`src/rtl/data_sram_bridge.sv`:
```
// data_sram_bridge: single-outstanding core-to-SRAM-bus request bridge.
// Latches one request from the core, runs an address/data handshake on the
// bus, and returns load data. If the bus stays silent too long the request is
// aborted with a one-cycle error flag.
module data_sram_bridge #(
  parameter int DATA_W  = 32,
  parameter int ADDR_W  = 32,
  parameter int TIMEOUT = 16
) (
  input  logic                clka,
  input  logic                rst,
  // core side
  input  logic                cpu_en,
  input  logic [DATA_W/8-1:0] cpu_wmask,
  input  logic [ADDR_W-1:0]   cpu_addr,
  input  logic [DATA_W-1:0]   cpu_wdata,
  output logic [DATA_W-1:0]   cpu_rdata,
  output logic                cpu_stall,
  output logic                cpu_err,
  // bus side
  output logic                bus_req,
  output logic                bus_wr,
  output logic [ADDR_W-1:0]   bus_addr,
  output logic [DATA_W/8-1:0] bus_wstrb,
  output logic [DATA_W-1:0]   bus_wdata,
  input  logic                bus_addr_ok,
  input  logic                bus_data_ok,
  input  logic [DATA_W-1:0]   bus_rdata
);

  localparam int CNT_W = $clog2(TIMEOUT) + 1;

  typedef enum logic [1:0] {IDLE, ADDR, DATA, DONE} state_t;

  state_t              state_q, state_d;
  logic [ADDR_W-1:0]   addr_q;
  logic [DATA_W/8-1:0] wstrb_q;
  logic [DATA_W-1:0]   wdata_q;
  logic [DATA_W-1:0]   rdata_q;
  logic                wr_q;
  logic                err_q;
  logic [CNT_W-1:0]    cnt_q;

  logic cnt_last;
  logic capture;
  logic timeout;
  logic accept;

  assign accept   = (state_q == IDLE) && cpu_en;
  assign cnt_last = (cnt_q == CNT_W'(TIMEOUT - 1));

  // Next-state: a completing handshake always beats the timeout. In ADDR an
  // address-only accept on the last allowed cycle still times out, so the
  // whole ADDR+DATA window never exceeds TIMEOUT cycles.
  always_comb begin
    state_d = state_q;
    capture = 1'b0;
    timeout = 1'b0;
    case (state_q)
      IDLE: if (cpu_en) state_d = ADDR;
      ADDR: begin
        if (bus_addr_ok && bus_data_ok) begin
          state_d = DONE;
          capture = 1'b1;
        end else if (cnt_last) begin
          state_d = DONE;
          timeout = 1'b1;
        end else if (bus_addr_ok) begin
          state_d = DATA;
        end
      end
      DATA: begin
        if (bus_data_ok) begin
          state_d = DONE;
          capture = 1'b1;
        end else if (cnt_last) begin
          state_d = DONE;
          timeout = 1'b1;
        end
      end
      DONE:    state_d = IDLE;
      default: state_d = IDLE;
    endcase
  end

  // State register.
  always_ff @(posedge clka or negedge rst) begin
    if (!rst) state_q <= IDLE;
    else      state_q <= state_d;
  end

  // Request latch: held stable for the whole transfer.
  always_ff @(posedge clka or negedge rst) begin
    if (!rst) begin
      addr_q  <= '0;
      wstrb_q <= '0;
      wdata_q <= '0;
      wr_q    <= 1'b0;
    end else if (accept) begin
      addr_q  <= cpu_addr;
      wstrb_q <= cpu_wmask;
      wdata_q <= cpu_wdata;
      wr_q    <= |cpu_wmask;
    end
  end

  // Timeout counter: zeroed when a request is accepted, counts ADDR/DATA cycles.
  always_ff @(posedge clka or negedge rst) begin
    if (!rst)                                      cnt_q <= '0;
    else if (accept)                               cnt_q <= '0;
    else if (state_q == ADDR || state_q == DATA)   cnt_q <= cnt_q + CNT_W'(1);
  end

  // Load data register: zeroed on abort, updated only by completing reads.
  always_ff @(posedge clka or negedge rst) begin
    if (!rst)                  rdata_q <= '0;
    else if (timeout)          rdata_q <= '0;
    else if (capture && !wr_q) rdata_q <= bus_rdata;
  end

  // Error flag: set on the edge into DONE by a timeout, so it covers DONE only.
  always_ff @(posedge clka or negedge rst) begin
    if (!rst) err_q <= 1'b0;
    else      err_q <= timeout;
  end

  assign bus_req   = (state_q == ADDR);
  assign bus_wr    = wr_q;
  assign bus_addr  = addr_q;
  assign bus_wstrb = wstrb_q;
  assign bus_wdata = wdata_q;

  assign cpu_rdata = rdata_q;
  assign cpu_err   = err_q;
  assign cpu_stall = accept || (state_q == ADDR) || (state_q == DATA);

endmodule

```
`config.mk`:
```
export PLATFORM = sky130hd
export DESIGN_NAME = data_sram_bridge
export DESIGN_NICKNAME = d
export VERILOG_FILES = /design/src/rtl/data_sram_bridge.sv
export SDC_FILE = /design/constraint.sdc
export NUM_CORES = 1
export LEC_CHECK = 0
export ABC_AREA = 1
export BUFFER_PORTS_ARGS = -buffer_cell sky130_fd_sc_hd__buf_2
export CAP_MARGIN = 5
export CELL_PAD_IN_SITES_DETAIL_PLACEMENT = 1
export CELL_PAD_IN_SITES_GLOBAL_PLACEMENT = 2
export CORE_ASPECT_RATIO = 1.1
export CORE_UTILIZATION = 26
export DETAILED_ROUTE_END_ITERATION = 16
export PLACE_DENSITY = 0.88
export REMOVE_ABC_BUFFERS = 1
export SLEW_MARGIN = 30
export SYNTH_ARGS = -nofsm -noshare
export SYNTH_HDL_FRONTEND = slang
export SYNTH_SLANG_ARGS = --single-unit
export TNS_END_PERCENT = 1
```
`constraint.sdc`:
```
create_clock -name clka -period 1.7 [get_ports clka]
set_input_delay 0.34 -clock clka [delete_from_list [all_inputs] [get_ports clka]]
set_output_delay 0.34 -clock clka [all_outputs]
set_load 0.01 [all_outputs]
```
# ---- After elaboration in Yosys (flattened, before gate mapping)
# Cells that the tools add are included.
dict set report word_totals {
  ff_bits 109
  output_inout_bits 104
  word_cells 46
  in_bits 105
}
dict set report classes {
  n_eq_ne 7
  n_reduce_logical 12
  add_sub_neg 1
  muxes 18
}
# op n
set op_table {}
lappend op_table {{$mux 32} 2}
lappend op_table {{$mux 2} 6}
lappend op_table {{$mux 5} 2}
lappend op_table {{$pmux 2 s4} 1}
lappend op_table {{$add 5x1->5 const B} 1}
lappend op_table {{$eq 5x4->1 const B} 1}
lappend op_table {{$mux 1} 5}
lappend op_table {{$eq 2x2->1 const B} 2}
lappend op_table {{$ne 4x1->1 const B} 1}
lappend op_table {{$pmux 1 s2} 2}
lappend op_table {{$reduce_bool 2->1} 2}
lappend op_table {{$reduce_or 4->1} 1}
lappend op_table {{$logic_and 1x1->1} 3}
lappend op_table {{$logic_or 1x1->1} 3}
lappend op_table {{$ne 3x3->1 const B} 1}
lappend op_table {{$reduce_and 3->1} 1}
lappend op_table {{$eq 2x1->1 const B} 1}
lappend op_table {{$logic_not 2->1} 1}
lappend op_table {{$ne 2x2->1 const B} 1}
lappend op_table {{$logic_not 1->1} 1}

# ---- Depth between registers and ports, before layout
# Gate-level depths: netlist of the first run.
dict set report depth {
  word_depth 6
  mapped_depth 12
  ltp_nobuf 11
}

# ---- Worst setup path before layout of the first run
# Ideal clock, no wire load.
dict set report synth_path {
  path_kind {reg2out}
  from {register state_q[0]}
  to {output cpu_stall}
  arrival_time_ps 1239
  path_buffers 1
  path_slack_ps 121
  stages_incl_launch_ff 6
  required_time_ps 1360
  cell_sequence {dfrtp_1 inv_1 ha_1 nand2_2 buf_1 nand3_1}
}
dict set report synth_between {
  elab_chain_cells 4
  elab_cells_between_ends 6
  classes_between {eq/ne: 2; reduce/logical: 4}
}
# item line_no
set synth_rtl {}
lappend synth_rtl {{from (decl)} 35} ;# state_t state_q, state_d;
lappend synth_rtl {{from (signal assigned)} 89} ;# else state_q <= state_d;
lappend synth_rtl {{$logic_not 2->1} 49} ;# assign accept = (state_q == IDLE) && cpu_en;
lappend synth_rtl {{$logic_and 1x1->1} 49}
lappend synth_rtl {{$logic_or 1x1->1} 135} ;# assign cpu_stall = accept || (state_q == ADDR) || (state_q == DATA);
lappend synth_rtl {{$logic_or 1x1->1 *} 135}
lappend synth_rtl {{to (decl)} 18} ;# output logic cpu_stall,
# Mark *: on every way between the ends. The rest lies on a longest branch, timed or not.

# ---- Worst setup path after layout of the first run
dict set report layout_path {
  from {register cnt_q[1]}
  to {register rdata_q[25], in the netlist cpu_rdata[25]}
}
dict set report layout_between {
  elab_chain_cells 5
  elab_cells_between_ends 7
  classes_between {eq/ne: 1; mux: 5; reduce/logical: 1}
}
# item line_no
set layout_rtl {}
lappend layout_rtl {{from (decl)} 42} ;# logic [CNT_W-1:0] cnt_q;
lappend layout_rtl {{from (signal assigned)} 111} ;# else if (state_q == ADDR || state_q == DATA) cnt_q <= cnt_q + CNT_W'(1);
lappend layout_rtl {{$eq 5x4->1 *} 50} ;# assign cnt_last = (cnt_q == CNT_W'(TIMEOUT - 1));
lappend layout_rtl {{$mux 1 *} {65, 76}}
lappend layout_rtl {{$mux 1 (on tied branches)} {73, 62}}
lappend layout_rtl {{$pmux 1 s2 *} 59} ;# case (state_q)
lappend layout_rtl {{$mux 32 / $reduce_bool 2->1 (equally long branches)} n/a}
lappend layout_rtl {{to (signal assigned)} 118} ;# else if (capture && !wr_q) rdata_q <= bus_rdata;
lappend layout_rtl {{to (decl)} 39} ;# logic [DATA_W-1:0] rdata_q;
# Marked as above.
# A chain may end at the register's enable or synchronous reset.

==> results of run 1 <==
==> final cells by class <==
cell class | count | area, µm² | share of cell area, %
Sequential cell | 109 | 2729 | 42.64
Multi-Input combinational cell | 358 | 1633 | 25.51
Timing Repair Buffer | 230 | 1358 | 21.21
Tap cell | 234 | 292.8 | 4.575
Clock buffer | 11 | 252.7 | 3.949
Inverter | 19 | 76.32 | 1.193
Clock inverter | 5 | 56.30 | 0.8798
Antenna cell | 1 | 2.502 | 0.03910
==> metrics by stage <==
stage | util [%] | setup slack (ns) | setup TNS (ns)
global route | 37.75 | -0.1534 | -3.747
detailed placement | 34.70 | 0.001608 | 0
global placement | 34.70 | 0.06152 | 0
finish | 37.75 | -0.01665 | -0.02859
floorplan | - | -0.5966 | -40.54
CTS | 36.83 | -0.008364 | -0.008364
==> registers in the layout, indices dropped and copies added, names as in the netlist <==
| name | flops |
|---|---|
| bus_addr | 32 |
| bus_wdata | 32 |
| cpu_rdata | 32 |
| cnt_q | 5 |
| bus_wstrb | 4 |
| state_q | 2 |
| bus_wr | 1 |
| cpu_err | 1 |
==> routing by layer <==
metal / wire length, µm / GRT usage, % / part of all wire, % / vias to the layer above
li1: - / - / - / 2019
met1: 5924 / 19.80 / 42 / 2019
met2: 7339 / 28.04 / 52 / 99
met3: 504 / 2.521 / 3.5 / 25
met4: 469 / 8.521 / 3.3 / 0
met5: 0 / 0 / 0 / -
==> final timing paths <==
kind,endpoint,slack (ns),cells past startpoint
min,bus_wdata[1],0.18,3
min in group asynchronous,cpu_rdata[19],0.51,2
max reg2reg,cpu_rdata[25],-0.02,12
min reg2reg,bus_addr[23],0.48,2
max,cpu_rdata[25],-0.02,12
max in group asynchronous,cpu_rdata[17],0.59,3
==> synth_stat cells (all sizes together) <==
| library cell | instances |
|---|---|
| a21oi | 2 |
| nand3 | 68 |
| inv | 18 |
| nor3 | 4 |
| buf | 24 |
| dfrtp | 109 |
| clkinv | 1 |
| nand2 | 259 |
| ha | 7 |
| nor2 | 14 |
| clkbuf | 3 |
| a211oi | 2 |
| o21ai | 1 |
==> kinds of logic (layout without fill, tap and decap cells) <==
logic type	after synthesis	count (layout)	synth area share, %
AOI/OAI and AO/OA	5	5	0.6672
adders and majority gates	7	7	1.947
buffers and inverters	46	265	5.367
DFF	109	109	60.62
other	0	1	0
and+or+nand+nor	345	346	31.40
==> what timing repair did <==
| action | 4_1_cts | 5_1_grt |
|---|---|---|
| endpoints found under the setup margin | 27 | 33 |
| pin swaps | 1 | 14 |
| hold buffers | 1 | 0 |
| hold endpoints to repair | 27 | 0 |
| buffers inserted | 2 | 1 |
| gates resized for setup | 9 | 18 |
| cloned | 0 | 4 |
==> power groups by stage <==
stage / Combinational (mW) / Sequential (mW) / Clock (mW)
global placement: 4.05 / 4.24 / 0
detailed placement: 4.13 / 4.26 / 0
floorplan: 1.65 / 4.71 / 0
finish: 4.21 / 4.25 / 2.19
global route: 4.74 / 4.40 / 2.39
CTS: 4.21 / 4.25 / 2.30
==> worst register-to-register path, cell delays in order, from the launching register on <==
cell and delay, ns:
dfrtp_1 0.37, ha_2 0.20, inv_2 0.06, nor2_4 0.09, ha_2 0.18, nand2_1 0.05
inv_1 0.05, nand2_1 0.05, nand2_2 0.14, nand2_8 0.11, clkbuf_16 0.18, nand3_1 0.08
nand2_1 0.06
==> qor.txt, run 1 <==
Area after DPL - 5883 µm²
largest net degree at the start of global routing - 43
Filler cells - 2073
Worst path max stage delay - 0.37 ns
port bufs - 208
critical-path cell list - ha_2, inv_2, nor2_4, ha_2, nand2_1, inv_1, nand2_1, nand2_2, nand2_8, clkbuf_16, nand3_1, nand2_1
clock sinks - 109
number of global-route vias before repair - 4372
Worst-Margin Slew - 0.4676 ns
critical path's top delay family - simple AND/OR/NAND/NOR gates
VDD IR max - 0.5109 mV
Critical Path Start Type - flop
initial antenna violation count - 1
violated checks - negative setup slack
fmax - 0.5825 GHz
most used cell, CP - nand2_1
Root Driver - clkbuf_16
first-pass iteration count of the detailed router - 5
CP startpoint - cnt_q[1]
via count - 4162
Slowest cell on crit path - dfrtp_1
post-synth top area share - 60.62%
all-layer global routing usage - 16.37%
fin area - 6400 µm²
die width - 127.4 µm
dpl cells - 942
Hold/Removal Path Class - in -> reg
Seq/Total Area, Yosys - 60.62%
CTS tree - yes
Arrival @ worst endpoint - 1.96 ns
RePlAce Congestion - 0.7767
Clk pin slew, worst setup/hold paths - 0.07 ns
WL/cell - 14.72 µm
die area - 17840 µm²
DRC - 0
site row count - 50
Hold Crit Start - cpu_wdata[1]
I/O pin total - 209
clock power share - 20.6%
Max Clock Skew - 0.007716 ns
Leak - 3.699 nW
WP buf/inv - 3
DP HPWL - 10120 µm
cts bufs inserted - 9
core area - 16950 µm²
largest area contributor in the netlist - dfrtp_1
Avg Cell Area, Syn - 8.788 µm²
Yosys Warn Count - 0
Final min period - 1.717 ns
initial detailed-routing violation count - 149
switching power - 4.045 mW
Comb pwr share - 39.5%
Max H-tree Level - 3
Synth area leaders - dfrtp_1, nand2_1, nand3_1
most common cell after layout, fill and taps aside - nand2_1
clock buffer depth - 2
Final WS setup - -0.01665 ns
Final Net Count - 839
Routed WL - 14240 µm
Final Max Slew Viols - 0
Worst-Skew Late Latency - 0.35 ns
register share of total power - 39.9%
status - complete, but fails checks
Yosys reg bits - 109
Final Hold Viols - 0
fin cells - 967
first-pass GRT wire length - 22790 µm
antenna-violating nets left - 0
Cell Area, Synth - 4499 µm²
GRT Residual Overflow - 0
Min Hold Slack - 0.1827 ns
Post-Synthesis Cells - 512
vias per inst - 4.304
# setup viols final - 3
RSZ-0062 raised after global routing - yes
Int Power - 6.608 mW
launch point of the worst reg-to-reg path - cnt_q[1]
Slew headroom - 68.83%
Total Power - 10.65 mW
crit path max fanout - 8
CP Class - reg -> reg
Cell Pwr Density - 1664 nW/µm²
die height - 140.0 µm
Sw Ratio - 37.97%
Initial Util - 26.54%
period utilization - 101.0%
critical path required time - 1.94 ns
Distinct cells, synth - 21
share of cells above drive strength 1 - 37.43%
Max Cap Viol - 0
Area Overhead vs Synth - 42.24%
crit end category - flop
commonest non-fill, non-tap cells in the layout - nand2_1, buf_2, dfrtp_1
No activity file was read; power rests on OpenSTA's default activity.
==> inputs of run 2 (changes only) <==
Settings changed: CTS_CLUSTER_SIZE set to 28, PLACE_DENSITY 0.88 to 0.85, SKIP_LAST_GASP set to 1.
==> qor.txt, run 2 (synthesis results as in run 1) <==
Initial Util - 26.54%
launch point of the worst reg-to-reg path - cnt_q[1]
Cell Pwr Density - 1664 nW/µm²
Final Net Count - 849
Area Overhead vs Synth - 45.08%
clock buffer depth - 2
first-pass GRT wire length - 23140 µm
RePlAce Congestion - 0.7749
R2R setup slack - 0.03 ns
all-layer global routing usage - 16.60%
commonest non-fill, non-tap cells in the layout - nand2_1, buf_2, dfrtp_1
DRC - 0
crit end category - flop
Routed WL - 14660 µm
GRT Residual Overflow - 0
Clk pin slew, worst setup/hold paths - 0.08 ns
port bufs - 208
Worst-Margin Slew - 0.5935 ns
Min Hold Slack - -0.02010 ns
status - complete, but fails checks
Final min period - 1.671 ns
crit path max fanout - 8
Max Cap Viol - 0
violated checks - negative hold slack
Total Power - 10.86 mW
fmax - 0.5986 GHz
initial antenna violation count - 3
CP Class - reg -> reg
area of the multi-input gates - 1707 µm²
WL/cell - 14.97 µm
share of cells above drive strength 1 - 39.49%
I/O pin total - 209
number of global-route vias before repair - 4416
RSZ-0062 raised after global routing - yes
Arrival @ worst endpoint - 1.92 ns
critical path required time - 1.95 ns
die height - 140.0 µm
cts bufs inserted - 9
fin area - 6528 µm²
vias per inst - 4.332
Core Util, Final - 38.50%
Final Max Slew Viols - 0
Hold/Removal Path Class - in -> async
Filler cells - 2089
Leak - 3.759 nW
Final Hold Viols - 10
largest net degree at the start of global routing - 68
Area after DPL - 5898 µm²
VDD IR max - 0.6750 mV
antenna-violating nets left - 0
Root Driver - clkbuf_16
Slew headroom - 60.44%
site row count - 50
DP HPWL - 10530 µm
FF/Latch Area - 2729 µm²
Critical Path Start Type - flop
via count - 4241
most common cell after layout, fill and taps aside - nand2_1
initial detailed-routing violation count - 161
CTS tree - yes
# setup viols final - 0
Reg2Reg Capture Point - cpu_rdata[12]
Worst-Skew Late Latency - 0.35 ns
die width - 127.4 µm
Max Clock Skew - 0.007469 ns
Max H-tree Level - 3
first-pass iteration count of the detailed router - 4
core area - 16950 µm²
clock sinks - 109
R2R depth - 12
die area - 17840 µm²
period utilization - 98.27%
==> run 2: cell type report <==
type | instances | area share (%)
Sequential cell | 109 | 41.81
Multi-Input combinational cell | 359 | 26.15
Timing Repair Buffer | 239 | 21.54
Tap cell | 234 | 4.485
Clock buffer | 13 | 3.987
Inverter | 19 | 1.246
Clock inverter | 3 | 0.6709
Antenna cell | 3 | 0.1150
==> run 2: timing repair <==
item                       CTS  global route
resized for setup           11            32
cloned                       1             5
hold buffers                 0             0
buffers inserted             4             2
pin swaps                    3            10
setup endpoints to repair   26            34
hold endpoints to repair     0             0
==> run 2: worst max-delay path: stages, from the launching register on <==
cell and delay (ns):
dfrtp_1 0.36, ha_2 0.19, inv_2 0.05, nor2_4 0.08, ha_2 0.18, nand2_1 0.05
inv_1 0.06, nand2_2 0.06, nand2_4 0.13, nand2_8 0.10, clkbuf_16 0.18, nand3_1 0.07
nand2_1 0.06
==> run 2: how the worst max path moves through the flow <==
stage                    endpoint  slack (ns)  depth (start not counted)       start
floorplan                cnt_q[1]       -0.60                          5  state_q[0]
global placement     cpu_rdata[9]        0.05                         12    cnt_q[0]
detailed placement  cpu_rdata[18]      -0.009                         12    cnt_q[0]
CTS                 cpu_rdata[18]       -0.02                         12    cnt_q[0]
global route        cpu_rdata[21]       -0.05                         12    cnt_q[0]
finish              cpu_rdata[12]        0.03                         12    cnt_q[1]
==> run 2: per-stage QoR <==
stage	setup WS, ns	std cells	hold WS (ns)	setup TNS (ns)
4_1_cts	-0.01622	969	0.002364	-0.06549
2_1_floorplan	-0.5966	485	0.04441	-40.54
6_report	0.02935	979	-0.02010	0
5_1_grt	-0.05046	979	0.009789	-0.9325
3_3_place_gp	0.04943	949	0.3798	0
3_5_place_dp	-0.008851	949	0.3850	-0.02447
==> run 2: where the power goes <==
part	switching (mW)	internal [mW]	total [mW]
Combinational	2.60	1.80	4.40
Sequential	0.606	3.66	4.27
Clock	0.967	1.23	2.19
Total	4.17	6.69	10.9
==> run 2: metal layers <==
| layer | GRT usage, % | wire, µm | vias to the layer above |
|---|---|---|---|
| met5 | 0 | 0 | - |
| met4 | 6.767 | 349 | 0 |
| met3 | 3.094 | 476 | 21 |
| met2 | 30.08 | 8110 | 82 |
| met1 | 19.08 | 5720 | 2088 |
| li1 | - | - | 2050 |
